==> config.mk <==
export PLATFORM = sky130hd
export DESIGN_NAME = chunked_addsub_flat
export DESIGN_NICKNAME = d
export VERILOG_FILES = /design/src/rtl/chunked_addsub_if.sv /design/src/rtl/chunked_addsub.sv /design/src/flat_wrapper.sv
export SDC_FILE = /design/constraint.sdc
export NUM_CORES = 1
export LEC_CHECK = 0
export ABC_CLOCK_PERIOD_IN_PS = 3600
export CAP_MARGIN = 10
export CORE_MARGIN = 5
export CORE_UTILIZATION = 45
export DETAILED_ROUTE_END_ITERATION = 8
export GPL_ROUTABILITY_DRIVEN = 0
export HOLD_SLACK_MARGIN = 0.12
export PLACE_DENSITY = 0.72
export SLEW_MARGIN = 5
export SYNTH_ARGS = -nofsm -noshare
export SYNTH_HDL_FRONTEND = slang
export SYNTH_SLANG_ARGS = --single-unit
==> constraint.sdc <==
create_clock -name clk -period 3.6 [get_ports clk]
set_input_delay 0.72 -clock clk [delete_from_list [all_inputs] [get_ports clk]]
set_output_delay 0.72 -clock clk [all_outputs]
set_load 0.02 [all_outputs]
==> src/rtl/chunked_addsub_if.sv <==
// Operand/result handshake bundle for the chunked adder/subtractor.
interface chunked_addsub_if #(parameter int WIDTH = 32);
    logic             in_valid;
    logic             in_ready;
    logic [WIDTH-1:0] a;
    logic [WIDTH-1:0] b;
    logic             cin;
    logic             sub;
    logic             out_valid;
    logic             out_ready;
    logic [WIDTH-1:0] sum;
    logic             cout;
    logic             ovf;

    modport master (
        output in_valid, a, b, cin, sub, out_ready,
        input  in_ready, out_valid, sum, cout, ovf
    );

    modport slave (
        input  in_valid, a, b, cin, sub, out_ready,
        output in_ready, out_valid, sum, cout, ovf
    );
endinterface

==> src/rtl/chunked_addsub.sv <==
// Multi-cycle ripple adder/subtractor: one CHUNK-bit slice reused N=WIDTH/CHUNK times,
// carry held in a register between chunks.
module chunked_addsub #(
    parameter int WIDTH = 32,
    parameter int CHUNK = 8
) (
    input  logic            clk,
    input  logic            rst,
    chunked_addsub_if.slave bus
);
    localparam int N     = WIDTH / CHUNK;
    localparam int IDX_W = (N > 1) ? $clog2(N) : 1;

    typedef enum logic [1:0] {IDLE, RUN, DONE} state_t;

    state_t             state, state_nxt;
    logic [WIDTH-1:0]   a_q, b_q, sum_q;
    logic               carry_q, cout_q, ovf_q;
    logic [IDX_W-1:0]   idx_q;
    logic [CHUNK-1:0]   a_ch, b_ch, s_ch;
    logic               c_out, c_msb, last;

    // Operands shift right each RUN cycle so the slice always sees the low chunk.
    assign a_ch = a_q[CHUNK-1:0];
    assign b_ch = b_q[CHUNK-1:0];
    assign {c_out, s_ch} = {1'b0, a_ch} + {1'b0, b_ch} + {{CHUNK{1'b0}}, carry_q};
    // Carry into the slice MSB recovered from its sum bit and operand bits.
    assign c_msb = s_ch[CHUNK-1] ^ a_ch[CHUNK-1] ^ b_ch[CHUNK-1];
    assign last  = (idx_q == IDX_W'(N - 1));

    assign bus.in_ready  = (state == IDLE);
    assign bus.out_valid = (state == DONE);
    assign bus.sum       = sum_q;
    assign bus.cout      = cout_q;
    assign bus.ovf       = ovf_q;

    always_ff @(posedge clk) begin
        if (rst) state <= IDLE;
        else     state <= state_nxt;
    end

    always_comb begin
        state_nxt = state;
        case (state)
            IDLE:    if (bus.in_valid) state_nxt = RUN;
            RUN:     if (last) state_nxt = DONE;
            DONE:    if (bus.out_ready) state_nxt = IDLE;
            default: state_nxt = IDLE;
        endcase
    end

    always_ff @(posedge clk) begin
        if (rst) begin
            a_q     <= '0;
            b_q     <= '0;
            sum_q   <= '0;
            carry_q <= 1'b0;
            cout_q  <= 1'b0;
            ovf_q   <= 1'b0;
            idx_q   <= '0;
        end else begin
            case (state)
                IDLE: begin
                    if (bus.in_valid) begin
                        // Subtract as a + ~b + ~cin.
                        a_q     <= bus.a;
                        b_q     <= bus.b ^ {WIDTH{bus.sub}};
                        carry_q <= bus.cin ^ bus.sub;
                        sum_q   <= '0;
                        idx_q   <= '0;
                    end
                end
                RUN: begin
                    sum_q[idx_q*CHUNK +: CHUNK] <= s_ch;
                    carry_q <= c_out;
                    a_q     <= a_q >> CHUNK;
                    b_q     <= b_q >> CHUNK;
                    idx_q   <= idx_q + 1'b1;
                    if (last) begin
                        cout_q <= c_out;
                        ovf_q  <= c_msb ^ c_out;
                        idx_q  <= '0;
                    end
                end
                default: ;
            endcase
        end
    end
endmodule

==> src/flat_wrapper.sv <==
// flat-port wrapper written by rule: the top's interface ports become plain ports
module chunked_addsub_flat 
#(
    parameter int WIDTH = 32,
    parameter int CHUNK = 8
)
  (clk, rst, bus_in_valid, bus_a, bus_b, bus_cin, bus_sub, bus_out_ready, bus_in_ready, bus_out_valid, bus_sum, bus_cout, bus_ovf);
  chunked_addsub_if #(.WIDTH(WIDTH)) bus_i ();
  input  logic clk;
  input  logic rst;
  input wire logic [$bits(bus_i.in_valid)-1:0] bus_in_valid;
  input wire logic [$bits(bus_i.a)-1:0] bus_a;
  input wire logic [$bits(bus_i.b)-1:0] bus_b;
  input wire logic [$bits(bus_i.cin)-1:0] bus_cin;
  input wire logic [$bits(bus_i.sub)-1:0] bus_sub;
  input wire logic [$bits(bus_i.out_ready)-1:0] bus_out_ready;
  output wire logic [$bits(bus_i.in_ready)-1:0] bus_in_ready;
  output wire logic [$bits(bus_i.out_valid)-1:0] bus_out_valid;
  output wire logic [$bits(bus_i.sum)-1:0] bus_sum;
  output wire logic [$bits(bus_i.cout)-1:0] bus_cout;
  output wire logic [$bits(bus_i.ovf)-1:0] bus_ovf;
  assign bus_i.in_valid = bus_in_valid;
  assign bus_i.a = bus_a;
  assign bus_i.b = bus_b;
  assign bus_i.cin = bus_cin;
  assign bus_i.sub = bus_sub;
  assign bus_i.out_ready = bus_out_ready;
  assign bus_in_ready = bus_i.in_ready;
  assign bus_out_valid = bus_i.out_valid;
  assign bus_sum = bus_i.sum;
  assign bus_cout = bus_i.cout;
  assign bus_ovf = bus_i.ovf;
  chunked_addsub #(.WIDTH(WIDTH), .CHUNK(CHUNK)) u_core (.clk(clk), .rst(rst), .bus(bus_i));
endmodule
==> results of run 1 <==
-- area by class of cell --
type | instances | area [um2] | share of cell area (%)
Tap cell | 136 | 170 | 2.84
Multi-Input combinational cell | 394 | 2410 | 40.3
Clock inverter | 6 | 109 | 1.82
Timing Repair Buffer | 112 | 1110 | 18.5
Inverter | 2 | 7.51 | 0.125
Sequential cell | 103 | 2060 | 34.4
Clock buffer | 9 | 124 | 2.07
-- path summary, 6_finish.rpt --
kind	endpoint	slack (ps)	depth (start not counted)
worst max-delay path	u_core.bus.ovf	980	7
worst min-delay path	u_core.b_q[17]	450	2
worst max register to register	u_core.bus.ovf	980	7
worst min register to register	u_core.b_q[17]	450	2
-- per-layer routing --
layer / share of wire [%] / GRT usage [%] / up-vias
li1: - / - / 2072
met1: 45 / 23.6 / 1929
met2: 48 / 30.8 / 126
met3: 5.6 / 4.67 / 13
met4: 1.3 / 4.38 / 0
met5: 0 / 0 / -
-- critical path, cell delays in order (launching register included) --
cell and delay [ps]:
dfxtp_1 340, fa_1 480, fa_1 420, a21o_1 230
a2111oi_4 380, o31ai_2 140, or3_1 320, o311ai_1 220
-- flip-flops by register name, summed over array words and instances (netlist names) --
signal / flops
u_core.b_q: 32
u_core.carry_q: 1
u_core.bus.cout: 1
u_core.bus.sum: 32
u_core.a_q: 32
u_core.state: 2
u_core.bus.ovf: 1
u_core.idx_q: 2
-- power breakdown --
group	total [W]	internal [W]	switching, W
registers	0.00125	0.00121	0.0000455
clock network	0.000842	0.000458	0.000384
logic	0.000496	0.000221	0.000275
total	0.00259	0.00189	0.000705
-- metrics by stage --
step                hold slack [ps]  util (%)  worst slack [ps]
finish                          455      58.6               980
global route                    480      58.6               808
CTS                             456      58.6               973
detailed placement              445      56.3              1000
global placement                438      56.3              1070
floorplan                       431         -              1120
-- kinds of logic (layout without fill, tap and decap cells) --
group                      after synthesis  after routing  synth area share [%]
adders and majority gates               13             13                  3.81
AOI/OAI and AO/OA                      144            144                  23.1
buffers and inverters                   46            129                  4.29
xor gates and xnor gates                39             39                  7.32
and+or+nand+nor                        198            198                  17.3
DFF                                    103            103                  44.2
-- synth_stat cells, types with 2 or more instances --
| library cell | count | area share, % |
|---|---|---|
| and4_1 | 2 | 0.38 |
| a222oi_1 | 6 | 1.3 |
| nor3_1 | 2 | 0.21 |
| inv_1 | 2 | 0.16 |
| nor2_1 | 92 | 7.4 |
| xnor2_1 | 21 | 3.9 |
| clkbuf_1 | 30 | 2.4 |
| nand2_1 | 89 | 7.2 |
| fa_1 | 2 | 0.86 |
| a21oi_2 | 3 | 0.56 |
| buf_1 | 4 | 0.32 |
| a22oi_1 | 50 | 8.0 |
| ha_1 | 11 | 2.9 |
| a311oi_1 | 24 | 4.5 |
| xor2_1 | 18 | 3.4 |
| o21ai_1 | 2 | 0.21 |
| o211ai_1 | 20 | 3.2 |
| buf_2 | 8 | 0.86 |
| and2_1 | 2 | 0.27 |
| a21o_1 | 3 | 0.48 |
| nand2b_1 | 2 | 0.27 |
| dfxtp_1 | 103 | 44 |
| a21oi_1 | 29 | 3.1 |
==> results.json, run 1 <==
{
  "std_cell_rows": 37,
  "worstSetupPathType": "flip-flop to flip-flop",
  "yosys_warnings": 0,
  "netlist_instances": 543,
  "placedInstanceArea_um2": 5760,
  "cts_buffers": 9,
  "hold_viol": 0,
  "grt_max_degree": 106,
  "cp-end-kind": "flip-flop",
  "ioPinCount": 106,
  "clock_latency_ps": 370,
  "start_util_pct": 45.6,
  "ys.flop_type": "dfxtp_1",
  "clock-sinks": 103,
  "avgSynthCellArea_um2": 8.59,
  "grt.overflow.total": 0,
  "hold_buffers": 0,
  "dp_hpwl_um": 8270,
  "die_height_um": 112,
  "clk_root_buffer_cell": "clkbuf_8",
  "drt-total-wl_um": 11500,
  "stdcell_count": 762,
  "area_delta_synth_final_pct": 28.5,
  "total_power_w": 0.00259,
  "path_max_fanout": 4,
  "layout-drive-gt1-share_pct": 5.43,
  "drc": 0,
  "period_share_pct": 72.8,
  "synthDistinctLibCells": 41,
  "yosysSeqAreaShare_pct": 44.2,
  "detail_route.vias_per_cell": 5.43,
  "routedWlPerCell_um": 15.1,
  "nFillCells": 947,
  "dpl.cell_count": 747,
  "rsz0062_at_grt": "false",
  "ant_nets": 0,
  "synth-edff-count": 0,
  "finalSetupTns_ps": 0,
  "grt_pass1_vias": 3989,
  "synth_fp_nets": 626,
  "arrival_ps": 2890,
  "io_buffer_count": 105,
  "hold_path.class": "flip-flop to flip-flop",
  "synth_area_um2": 4670,
  "core_um2": 10200,
  "cts_resized": 0,
  "grt_pass1_wl_um": 19200,
  "final_area_um2": 5990,
  "max-cap-violations": 0,
  "antenna_found_initial": 0,
  "final_nets": 705,
  "setup_violations": 0,
  "ir_drop_v": 0.000226,
  "outcome": "completed",
  "cts_tree": "done",
  "cts_setup_buffers": 0,
  "grt_usage_pct": 18.3,
  "vias": 4140,
  "ys_ff_latch": 103,
  "drt_pre_antenna_iters": 7,
  "clk_pin_slew_worst_paths_ps": 90,
  "power_density_nw_per_um2": 433,
  "tightest_slew_ps": 1050,
  "crit_path_start_kind": "flip-flop",
  "slew_violations": 0,
  "max_freq_mhz": 382,
  "startpoint": "u_core.carry_q",
  "die_w_um": 112,
  "h-tree-depth": 3,
  "cts_buffer_depth": 2,
  "mostFrequentLayoutCells": "clkdlybuf4s50_1, dfxtp_1, nor2_1",
  "slew-limit-headroom_pct": 30.2,
  "die_area_um2": 12500,
  "skew_ps": 8.65,
  "timing.rr.start": "u_core.carry_q",
  "ys_async_sr_fraction_pct": 0,
  "layout_min_cycle_time_ps": 2620,
  "leakage_nw": 2.26,
  "worstPathRequired_ps": 3870,
  "first_iter_violations": 301,
  "hold_start": "u_core.b_q[17]",
  "antenna_cells": 0
}
Note: power is estimated with default switching activity, not from simulation.
==> run 2, diff against run 1 <==
--- a/config.mk
+++ b/config.mk
@@ -5,7 +5,7 @@
 export SDC_FILE = /design/constraint.sdc
 export NUM_CORES = 1
 export LEC_CHECK = 0
-export ABC_CLOCK_PERIOD_IN_PS = 3600
+export ABC_CLOCK_PERIOD_IN_PS = 2720
 export CAP_MARGIN = 10
 export CORE_MARGIN = 5
 export CORE_UTILIZATION = 45
==> constraint.sdc (replaced) <==
create_clock -name clk -period 2.72 [get_ports clk]
set_input_delay 0.544 -clock clk [delete_from_list [all_inputs] [get_ports clk]]
set_output_delay 0.544 -clock clk [all_outputs]
set_load 0.02 [all_outputs]
==> run 2 against run 1 <==
Sequential power rose by 33%; sequential share of layout area barely moved; hold slack improved by 2.5 ps; cell count rose by 0.13%; total power rose by 28%; register-to-register slack got worse by 740 ps; highest routed layer unchanged.
==> results.json, run 2 (synthesis gave the netlist of run 1 again) <==
{
  "hold_viol": 0,
  "die_height_um": 112,
  "worstSetupPathType": "flip-flop to flip-flop",
  "clock_latency_ps": 360,
  "cpMostUsedCell": "fa_2",
  "finalSetupTns_ps": 0,
  "slew-limit-headroom_pct": 31.8,
  "ant_nets": 0,
  "crit_path_start_kind": "flip-flop",
  "reg2regPathDepth": 7,
  "tightest_slew_ps": 1020,
  "pre_cts_slack_ps": 74.3,
  "path_depth": 7,
  "antenna_cells": 0,
  "worstPathRequired_ps": 2990,
  "ir_drop_v": 0.000366,
  "layout_min_cycle_time_ps": 2480,
  "drt_pre_antenna_iters": 5,
  "final_area_um2": 5990,
  "grt.overflow.total": 0,
  "cts_tree": "done",
  "clk_pin_slew_worst_paths_ps": 100,
  "max-cap-violations": 0,
  "h-tree-depth": 3,
  "std_cell_rows": 37,
  "cts_buffers": 9,
  "path_cells": "fa_2 > fa_2 > a21o_1 > a2111oi_4 > o31ai_2 > or3_1 > o311ai_1",
  "area_delta_synth_final_pct": 28.4,
  "final_nets": 705,
  "routedWlPerCell_um": 15.2,
  "power_density_nw_per_um2": 553,
  "path_max_fanout": 4,
  "nFillCells": 938,
  "detail_route.vias_per_cell": 5.45,
  "io_buffer_count": 105,
  "skew_ps": 8.59,
  "grt_pass1_wl_um": 19500,
  "hold_path.class": "flip-flop to flip-flop",
  "regArea_um2": 2060,
  "first_iter_violations": 309,
  "max_freq_mhz": 403,
  "die_w_um": 112,
  "antenna_found_initial": 0,
  "cts_setup_buffers": 0,
  "clock-sinks": 103,
  "arrival_ps": 2760,
  "ioPinCount": 106,
  "leakage_nw": 2.24,
  "cts_buffer_depth": 2,
  "fin_ws_ps": 236,
  "outcome": "completed",
  "grt_pass1_vias": 4019,
  "drt-total-wl_um": 11600,
  "slowest_stage": "fa_2",
  "slew_violations": 0,
  "layout-drive-gt1-share_pct": 6.06,
  "core_um2": 10200,
  "clk_root_buffer_cell": "clkbuf_8",
  "mostFrequentLayoutCells": "clkdlybuf4s50_1, dfxtp_1, nor2_1",
  "grt_usage_pct": 18.7,
  "cp-end-kind": "flip-flop",
  "setup_violations": 0,
  "cp_num_buf_inv": 0,
  "multi_input_area_um2": 2430,
  "holdPathStages": 2,
  "period_share_pct": 91.3,
  "cpPeakStageDelay_ps": 420,
  "die_area_um2": 12500,
  "start_util_pct": 45.6,
  "path_delay_family": "compound AO/OA/AOI/OAI gates",
  "grt_max_degree": 106,
  "placedInstanceArea_um2": 5770,
  "vias": 4160,
  "dp_hpwl_um": 8280,
  "rsz0062_at_grt": "false",
  "drc": 0
}
run 2: path summary, 6_finish.rpt:
kind / startpoint / to / slack, ps
worst max register to register: u_core.carry_q / u_core.bus.ovf / 240
worst max-delay path: u_core.carry_q / u_core.bus.ovf / 240
worst min-delay path: u_core.b_q[23] / u_core.b_q[23] / 460
worst min register to register: u_core.b_q[23] / u_core.b_q[23] / 460
run 2: cell type report:
class	instances	area share (%)
Multi-Input combinational cell	394	40.5
Sequential cell	103	34.4
Clock inverter	7	1.32
Tap cell	136	2.84
Clock buffer	9	2.07
Inverter	2	0.125
Timing Repair Buffer	112	18.7
run 2: per-stage QoR:
step	util [%]	total power [W]	std cells	hold slack, ps
after CTS	58.4	0.00333	763	460
after global placement	56.4	0.00234	747	438
final	58.5	0.00331	763	457
after floorplan	-	0.00211	543	431
after detailed placement	56.4	0.00235	747	446
after global routing	58.5	0.00349	763	473
run 2: where the power goes:
group,internal [W],switching (W)
sequential,0.00160,0.0000629
clock,0.000439,0.000550
combinational,0.000299,0.000362
total,0.00234,0.000975
run 2: layer usage:
layer	global-route usage, %	vias to the layer above	part of all wire [%]
li1	-	2074	-
met1	24.1	1922	43
met2	30.6	143	48
met3	2.93	21	6.1
met4	9.16	0	3.1
met5	0	-	0
run 2: worst register-to-register path, stage by stage (launching register included):
cell and delay, ps:
dfxtp_1 350, fa_2 420, fa_2 370, a21o_1 230, a2111oi_4 340, o31ai_2 150, or3_1 320, o311ai_1 210
run 2: what timing repair did:
| action | 4_1_cts | 5_1_grt |
|---|---|---|
| resized for setup | 0 | 3 |
| hold buffers | 0 | 0 |
| endpoints found under the setup margin | 0 | 5 |
